`src/rtl/eth_pkg.sv`:
```
// Shared Ethernet TX constants and the framer state type.
package eth_pkg;

  localparam logic [7:0]  PREAMBLE_BYTE   = 8'h55;
  localparam logic [7:0]  SFD_BYTE        = 8'hD5;
  localparam int unsigned PREAMBLE_LEN    = 7;

  localparam logic [31:0] CRC32_POLY_REFL = 32'hEDB88320;
  localparam logic [31:0] CRC32_INIT      = 32'hFFFFFFFF;
  localparam logic [31:0] CRC32_RESIDUE   = 32'hDEBB20E3;

  // Shared width of the preamble / FCS / IFG cycle counter
  localparam int unsigned CNT_W           = 16;

  typedef enum logic [2:0] {
    IDLE,
    PREAMBLE,
    SFD,
    DATA,
    PAD,
    FCS,
    IFG
  } tx_state_e;

endpackage

```
`src/rtl/crc32_d8.sv`:
```
// Combinational IEEE 802.3 reflected CRC-32 update for one byte.
module crc32_d8
  import eth_pkg::*;
(
  input  logic [31:0] crc_in,
  input  logic [7:0]  d,
  output logic [31:0] crc_out
);

  always_comb begin
    crc_out = crc_in ^ {24'h000000, d};
    for (int i = 0; i < 8; i++) begin
      crc_out = crc_out[0] ? ((crc_out >> 1) ^ CRC32_POLY_REFL) : (crc_out >> 1);
    end
  end

endmodule

```
`src/rtl/rgmii_tx_framer.sv`:
```
// Ethernet TX framer: preamble, SFD, payload, zero pad, FCS and IFG, one byte per clk
// toward the RGMII output stage.
module rgmii_tx_framer
  import eth_pkg::*;
#(
  parameter int unsigned IFG_BYTES   = 12,
  parameter int unsigned MIN_PAYLOAD = 60
) (
  input  logic       clk,
  input  logic       rst,
  input  logic [7:0] s_data,
  input  logic       s_valid,
  input  logic       s_last,
  output logic       s_ready,
  output logic [7:0] tx_data,
  output logic       tx_en,
  output logic       tx_er,
  output logic       busy,
  output logic       underrun
);

  localparam int unsigned PAY_W = 16;

  tx_state_e        state;
  logic [CNT_W-1:0] cnt;
  logic [PAY_W-1:0] pay_cnt;
  logic [PAY_W-1:0] pay_inc;
  logic [31:0]      crc;
  logic [31:0]      crc_next;
  logic [31:0]      fcs;
  logic [7:0]       crc_din;
  logic [7:0]       fcs_byte;
  logic             need_pad;

  // state names the slot the next edge emits, so s_ready leads its output cycle by one
  assign s_ready  = (state == SFD) || (state == DATA);
  assign busy     = (state != IDLE);
  assign crc_din  = (state == PAD) ? 8'h00 : s_data;
  assign fcs      = ~crc;
  assign fcs_byte = 8'(fcs >> {cnt[1:0], 3'b000});

  // Saturating payload count; padding is needed while the bumped count is still short
  assign pay_inc  = (pay_cnt < PAY_W'(MIN_PAYLOAD)) ? pay_cnt + PAY_W'(1) : pay_cnt;
  assign need_pad = (pay_inc < PAY_W'(MIN_PAYLOAD));

  crc32_d8 u_crc (
    .crc_in  (crc),
    .d       (crc_din),
    .crc_out (crc_next)
  );

  always_ff @(posedge clk) begin
    if (rst) begin
      state    <= IDLE;
      cnt      <= '0;
      pay_cnt  <= '0;
      crc      <= CRC32_INIT;
      tx_data  <= 8'h00;
      tx_en    <= 1'b0;
      tx_er    <= 1'b0;
      underrun <= 1'b0;
    end else begin
      tx_er    <= 1'b0;
      underrun <= 1'b0;
      case (state)
        IDLE: begin
          tx_data <= 8'h00;
          tx_en   <= 1'b0;
          if (s_valid) begin
            state   <= PREAMBLE;
            tx_data <= PREAMBLE_BYTE;
            tx_en   <= 1'b1;
            cnt     <= CNT_W'(1);
            crc     <= CRC32_INIT;
            pay_cnt <= '0;
          end
        end
        PREAMBLE: begin
          tx_en <= 1'b1;
          if (cnt == CNT_W'(PREAMBLE_LEN)) begin
            state   <= SFD;
            tx_data <= SFD_BYTE;
            cnt     <= '0;
          end else begin
            tx_data <= PREAMBLE_BYTE;
            cnt     <= cnt + CNT_W'(1);
          end
        end
        SFD, DATA: begin
          tx_en <= 1'b1;
          if (s_valid) begin
            tx_data <= s_data;
            crc     <= crc_next;
            pay_cnt <= pay_inc;
            if (s_last) state <= need_pad ? PAD : FCS;
            else        state <= DATA;
          end else begin
            // Source starved mid-frame: mark the abort and skip the FCS
            tx_data  <= 8'h00;
            tx_er    <= 1'b1;
            underrun <= 1'b1;
            state    <= IFG;
            cnt      <= '0;
          end
        end
        PAD: begin
          tx_en   <= 1'b1;
          tx_data <= 8'h00;
          crc     <= crc_next;
          pay_cnt <= pay_inc;
          if (!need_pad) begin
            state <= FCS;
            cnt   <= '0;
          end
        end
        FCS: begin
          tx_en   <= 1'b1;
          tx_data <= fcs_byte;
          if (cnt[1:0] == 2'd3) begin
            state <= IFG;
            cnt   <= '0;
          end else begin
            cnt <= cnt + CNT_W'(1);
          end
        end
        IFG: begin
          // IFG_BYTES idle slots, plus the IDLE slot before the next preamble
          tx_en   <= 1'b0;
          tx_data <= 8'h00;
          if (cnt == CNT_W'(IFG_BYTES)) begin
            state <= IDLE;
            cnt   <= '0;
          end else begin
            cnt <= cnt + CNT_W'(1);
          end
        end
        default: begin
          state   <= IDLE;
          tx_en   <= 1'b0;
          tx_data <= 8'h00;
        end
      endcase
    end
  end

endmodule

```
`config.mk`:
```
export PLATFORM = sky130hd
export DESIGN_NAME = rgmii_tx_framer
export DESIGN_NICKNAME = d
export VERILOG_FILES = /design/src/rtl/eth_pkg.sv /design/src/rtl/crc32_d8.sv /design/src/rtl/rgmii_tx_framer.sv
export SDC_FILE = /design/constraint.sdc
export NUM_CORES = 1
export LEC_CHECK = 0
export ABC_AREA = 1
export BUFFER_PORTS_ARGS = -buffer_cell sky130_fd_sc_hd__buf_4
export CORE_ASPECT_RATIO = 0.6
export CORE_MARGIN = 2
export CORE_UTILIZATION = 48
export CTS_CLUSTER_SIZE = 40
export DETAILED_ROUTE_END_ITERATION = 10
export GPL_TIMING_DRIVEN = 0
export PLACE_DENSITY = 0.76
export SLEW_MARGIN = 5
export SYNTH_ARGS = -nofsm -noshare
export SYNTH_HDL_FRONTEND = slang
export SYNTH_HIERARCHICAL = 1
export SYNTH_SLANG_ARGS = --single-unit
export TNS_END_PERCENT = 30
```
`constraint.sdc`:
```
create_clock -name clk -period 2.4 [get_ports clk]
set_clock_uncertainty 0.1 [all_clocks]
set_input_delay 0.12 -clock clk [delete_from_list [all_inputs] [get_ports clk]]
set_output_delay 0.12 -clock clk [all_outputs]
set_load 0.02 [all_outputs]
```
After elaboration in Yosys (flattened, before gate mapping)
Cells that the tools add are included.

Register bits after elaboration: 77. Input bits: 12. Output and inout bits: 13. Logic and storage cells: 89.

Add/subtract/negate cells: 2. $lt $le $gt $ge: 2. Eq/ne operators: 16. Shift-type cells: 1. Muxes and demuxes: 39. Bitwise logic cells: 11. Reduce and logical (&&, ||, !) cells: 11.

Operators by type and width (count): $mux W32 (10); $mux W16 (9); $not A13 Y14 (8); $pmux W16 S6 (1); $pmux W32 S3 (1); $pmux W16 S3 (1); $add A16 B1 Y16 const B (2); $lt A16 B6 Y1 const B (2); $not A32 Y32 (1); $pmux W8 S4 (1); $shr A32 B5 Y8 (1); $xor A32 B8 Y32 (1); $mux W8 (3); $mux W3 (7); $pmux W3 S6 (1); $eq A16 B3 Y1 const B (1); $eq A16 B4 Y1 const B (1); $ne A2 B2 Y1 const B (7); $eq A3 B3 Y1 const B (3); $mux W7 (1); $eq A3 B2 Y1 const B (2); $reduce_bool A3 Y1 (2); $reduce_bool A6 Y1 (1); $reduce_and A5 Y1 (1); 11 further kinds (14).

Longest topological paths before layout
Depth in word-level cells: 21. Mapped depth: 17. Gate-level depth less buffers: 17.

Cells and area by module
The synthesis kept the hierarchy.

By module, submodules not included: rgmii_tx_framer (times used 1, cells an instance 574, area an instance 4000.1 µm², sequential area each 1541.5 µm²); crc32_d8 (times used 1, cells an instance 257, area an instance 1373.8 µm², sequential area each 0.0 µm²).

Worst setup path before layout
OpenSTA, ideal clock, no wires.

Kind: register to register. From: reg state[2]. To: reg pay_cnt[0]. Setup time: 0.128 ns. Data arrival time: 2.036 ns. Data required time: 2.172 ns. Path slack: 0.136 ns. Cell stages (with the launch flop): 13. Clock period less this slack: 2.264 ns. Path through: dfxtp_1 > inv_1 > ha_1 > buf_2 > inv_1 > nor2_1 > inv_1 > nand2_1 > nor2_1 > clkbuf_1 > o21ai_0 > a21oi_1 > nor2_1.

Word-level cells in the longest chain between the ends: 4.

Ends and longest elaborated chain: from (decl) (RTL line rgmii_tx_framer.sv:24) `tx_state_e state;`; from (signal assigned) (RTL line rgmii_tx_framer.sv:95) `if (s_last) state <= need_pad ? PAD : FCS;`; $eq A3 B2 Y1 (RTL line rgmii_tx_framer.sv:65) `case (state)`; $reduce_or A2 Y1 (RTL line rgmii_tx_framer.sv:65); $ne A2 B2 Y1 (no source line) / $reduce_bool A3 Y1 (equally long branches); $reduce_and A3 Y1 (no source line); to (signal assigned) (RTL line rgmii_tx_framer.sv:94) `pay_cnt <= pay_inc;`; to (signal assigned) (RTL line rgmii_tx_framer.sv:110) `pay_cnt <= pay_inc;`; to (decl) (RTL line rgmii_tx_framer.sv:26) `logic [PAY_W-1:0] pay_cnt;`.

Parallel ways exist; a longest one is shown, timed or not. A chain may end at the register's enable or synchronous reset.

Final worst setup path
From: reg state[2]. To: reg crc[6].

Word-level cells in the longest chain between the ends: 14.

Ends and longest elaborated chain: $eq A3 B3 Y1 (RTL line rgmii_tx_framer.sv:38, rgmii_tx_framer.sv:65); $mux W8 (RTL line rgmii_tx_framer.sv:38) `assign crc_din = (state == PAD) ? 8'h00 : s_data;`; $xor A32 B8 Y32 (RTL line crc32_d8.sv:11) `crc_out = crc_in ^ {24'h000000, d};`; $mux W32 (5 in a row) (RTL line crc32_d8.sv:13) `crc_out = crc_out[0] ? ((crc_out >> 1) ^ CRC32_POLY_REFL) : (crc_out >> 1);`; $not A13 Y14 (no source line); $mux W32 (3 in a row) (RTL line crc32_d8.sv:13); $mux W32 (RTL line rgmii_tx_framer.sv:91) `if (s_valid) begin`; $pmux W32 S3 (RTL line rgmii_tx_framer.sv:65); to (signal assigned) (RTL line rgmii_tx_framer.sv:93) `crc <= crc_next;`; to (signal assigned) (RTL line rgmii_tx_framer.sv:109) `crc <= crc_next;`; to (decl) (RTL line rgmii_tx_framer.sv:28) `logic [31:0] crc;`.

Parallel ways exist; a longest one is shown, timed or not. The select of a mux whose other input is x is not followed.

==> impl_metrics.env <==
export IMPL_outcome="finished, final reports clean"
export IMPL_number_of_endpoints_failing_setup_at_the_final_stage=0
export IMPL_finalInstanceArea_um2=6352
export IMPL_cp_data_required_time_ps=2570
export IMPL_root_buffer="sky130_fd_sc_hd__clkbuf_16"
export IMPL_final_antenna_net_count=0
export IMPL_die_footprint_um2=12090
export IMPL_drtIter0Drc=790
export IMPL_worst_path_largest_cell_delay_ps=520
export IMPL_place_hpwl_um=11480
export IMPL_crit_path_start_kind="flip-flop"
export IMPL_max_cap_viol_count=0
export IMPL_holdCritStartpoint="s_valid"
export IMPL_crit_arrival_ps=2470
export IMPL_detailroute_via_count=5684
export IMPL_hold_path_depth=4
export IMPL_totalNegativeSetupSlack_ps=0
export IMPL_regToRegSetupSlack_ps=100
export IMPL_cts_htree_levels=3
export IMPL_placedInstanceArea_um2=5720
export IMPL_worst_skew_pair_late_latency_ps=340
export IMPL_drt_pre_antenna_iters=5
export IMPL_globalRouteOverflowTotal=0
export IMPL_final_cells=1030
export IMPL_relSlewSlack_pct=54.29
export IMPL_synth_flop_cell="sky130_fd_sc_hd__dfxtp_1"
export IMPL_vdd_ir_drop_max_uv=745.8
export IMPL_power_density_nw_per_um2=1438
export IMPL_internal_power_mw=4.461
export IMPL_cp_num_buf_inv=3
export IMPL_share_seq_of_total_power_pct=22.0
export IMPL_critical_path_reg2reg_startpoint="state[2]$_SDFFE_PP0P_"
export IMPL_grt_pass1_wl_um=25250
export IMPL_rr_worst_depth=7
export IMPL_final_critical_path_setup_slack_ps=98.73
export IMPL_grt_antenna_before_repair=0
export IMPL_layout_common_cells="sky130_fd_sc_hd__nand2_1, sky130_fd_sc_hd__inv_1, sky130_fd_sc_hd__nand3_1"
export IMPL_antennaDiodeCount=0
export IMPL_globalRouteTotalUtil_pct=25.98
export IMPL_drive_above_1_share_pct=18.86
export IMPL_syn2layout_area_growth_pct=18.21
export IMPL_die_height_um=85.96
export IMPL_sw_frac_of_total_pct=51.15
export IMPL_clkPwrFrac_pct=14.9
export IMPL_layout_nets=907
export IMPL_maxClockFrequency_mhz=434.5
export IMPL_number_of_buffers_between_clock_root_and_the_deepest_sink=2
export IMPL_synth_net_count=851
export IMPL_largest_delay_share_family_worst_path="buffers and inverters"
export IMPL_synth_enable_flop_cells=0
export IMPL_synth_distinct_cells=47
export IMPL_startpoint_to_endpoint_class_of_the_critical_path="flip-flop to flip-flop"
export IMPL_detailedPlace_worstSlack_ps=-403.1
export IMPL_mostFrequentLayoutCell="sky130_fd_sc_hd__nand2_1"
export IMPL_tritoncts_clock_tree="built"
export IMPL_comb_power_share_pct=63.1
export IMPL_ports_placed_on_the_boundary=25
export IMPL_synth_ff_latch_count=77
export IMPL_synth_area_um2=5374
export IMPL_period_minus_slack_ps=2301
export IMPL_avgSynthCellArea_um2=6.467
export IMPL_max_slew_worst_pin_slew_ps=685.6
export IMPL_post_synth_top_area_fraction_pct=28.68
export IMPL_post_drt_wl_per_cell_um=15.43
export IMPL_worst_path_max_delay_cell="sky130_fd_sc_hd__clkbuf_1"
export IMPL_globalplace_congestion=0.9411
export IMPL_synthArstFlopShare_pct=0
export IMPL_post_synth_top_area_cell="sky130_fd_sc_hd__dfxtp_1"
export IMPL_placeableCoreArea_um2=10740
export IMPL_hold_end="underrun$_SDFF_PP0_"
export IMPL_leakagePower_nw=3.009
export IMPL_first_global_vias=4927
export IMPL_pin_count_of_the_biggest_net_entering_global_routing=16
export IMPL_destination_of_the_worst_register_to_register_timing_path="crc[6]$_SDFFE_PP1P_"
export IMPL_finalHoldViolCount=0
export IMPL_wirelength_um=15900
export IMPL_post_synth_inst_count=831
export IMPL_vias_per_cell=5.518
export IMPL_final_core_utilization_pct=59.14
export IMPL_crit_path_max_fanout=10
export IMPL_detail_route_drc_violations=0
export IMPL_tritoncts_num_sinks=77
export IMPL_timing_final_max_slew_violations=0
export IMPL_placedCellCount=993
export IMPL_chipWidth_um=140.6
export IMPL_row_count=29
export IMPL_clk_pin_slew_ps=60
export IMPL_finalHoldWorstSlack_ps=67.72
export IMPL_timing_final_crit_share_pct=95.89
export IMPL_yosys_top_cells_area="sky130_fd_sc_hd__dfxtp_1, sky130_fd_sc_hd__nand2_1, sky130_fd_sc_hd__nand3_1"
export IMPL_min_path_type="input port to flip-flop"
export IMPL_crit_chain="inv_2 -> ha_1 -> buf_2 -> nor2_1 -> clkbuf_1 -> o21ai_0 -> nand3_1"
export IMPL_net_switching_power_mw=4.672
export IMPL_cts_buffers=9
export IMPL_yosys_synthesis_warning_count=6
export IMPL_start_util_pct=50.03
export IMPL_report_power_total_mw=9.133
export IMPL_portBuffers=23
export IMPL_crit_end_element="flip-flop"
export IMPL_sequential_cell_area_fraction_in_the_yosys_report_pct=28.68
==> sequential cells by signal (all words and copies together) (netlist names) <==
name and flops:
pay_cnt 16, state 3, tx_data 8, tx_en 1
cnt 16, underrun 1, crc 32
==> layout make-up <==
type,instances,area [um^2]
buffer,28,153.9
inverter,100,391.6
tap,139,173.9
multi-input combinational,625,3415
clock inverter,5,61.31
clock buffer,10,229.0
sequential,77,1549
timing repair buffer,46,379.1
fill,995,4388
==> cell families (layout without fill, tap and decap cells) <==
| logic type | count (synthesis) | in the layout | synth area share, % |
|---|---|---|---|
| buffers and inverters | 129 | 189 | 9.802 |
| and+or+nand+nor | 462 | 462 | 40.21 |
| xor gates and xnor gates | 40 | 40 | 7.055 |
| AOI/OAI and AO/OA | 115 | 115 | 12.39 |
| DFF | 77 | 77 | 28.68 |
| adders and majority gates | 8 | 8 | 1.863 |
==> Yosys cell counts (8+ instances only) <==
| cell | instances |
|---|---|
| sky130_fd_sc_hd__clkbuf_1 | 18 |
| sky130_fd_sc_hd__nand2_4 | 13 |
| sky130_fd_sc_hd__o21ai_0 | 52 |
| sky130_fd_sc_hd__a21oi_1 | 29 |
| sky130_fd_sc_hd__o211ai_1 | 16 |
| sky130_fd_sc_hd__nand2_1 | 238 |
| sky130_fd_sc_hd__inv_2 | 8 |
| sky130_fd_sc_hd__nand2_2 | 26 |
| sky130_fd_sc_hd__nand3_1 | 90 |
| sky130_fd_sc_hd__inv_1 | 89 |
| sky130_fd_sc_hd__xor2_1 | 31 |
| sky130_fd_sc_hd__ha_1 | 8 |
| sky130_fd_sc_hd__dfxtp_1 | 77 |
| sky130_fd_sc_hd__nor2_1 | 61 |
==> power groups by stage <==
stage                     clock (mW)  combinational [mW]  sequential, mW
after detailed placement           0                5.17            2.00
after global placement             0                5.11            1.99
final                           1.36                5.76            2.01
after floorplan                    0                3.92            1.95
after CTS                       1.37                5.27            1.98
after global routing            1.43                6.32            2.05
==> worst register-to-register path, cell delays in order (launching register included) <==
cell and delay, ps:
sky130_fd_sc_hd__dfxtp_4 390, sky130_fd_sc_hd__inv_2 80, sky130_fd_sc_hd__ha_1 200, sky130_fd_sc_hd__buf_2 170
sky130_fd_sc_hd__nor2_1 450, sky130_fd_sc_hd__clkbuf_1 520, sky130_fd_sc_hd__o21ai_0 210, sky130_fd_sc_hd__nand3_1 120
==> what timing repair did <==
item / 4_1_cts / 5_1_grt
gates resized for setup: 11 / 45
pin swaps: 1 / 8
setup buffers: 3 / 13
endpoints found under the setup margin: 43 / 55
endpoints found under the hold margin: 7 / 0
hold buffers: 7 / 0
==> worst max path at each step <==
stage / startpoint / endpoint / slack [ps] / cells past startpoint
floorplan: state[2]$_SDFFE_PP0P_ / pay_cnt[0]$_SDFFE_PP0P_ / 140 / 12
global placement: state[2]$_SDFFE_PP0P_ / crc[14]$_SDFFE_PP1P_ / -350 / 15
detailed placement: state[2]$_SDFFE_PP0P_ / crc[14]$_SDFFE_PP1P_ / -400 / 15
CTS: state[0]$_SDFFE_PP0P_ / crc[14]$_SDFFE_PP1P_ / -30 / 16
global route: state[2]$_SDFFE_PP0P_ / pay_cnt[0]$_SDFFE_PP0P_ / -20 / 12
finish: state[2]$_SDFFE_PP0P_ / crc[6]$_SDFFE_PP1P_ / 100 / 7
==> layer usage <==
metal | wire length [um] | share of wire (%) | global-route usage [%] | vias up
li1 | - | - | - | 2782
met1 | 7652 | 48 | 40.89 | 2560
met2 | 6191 | 39 | 34.32 | 326
met3 | 1927 | 12 | 8.040 | 16
met4 | 124 | 0.78 | 4.182 | 0
met5 | 0 | 0 | 0 | -
No activity file was read; power rests on OpenSTA's default activity.
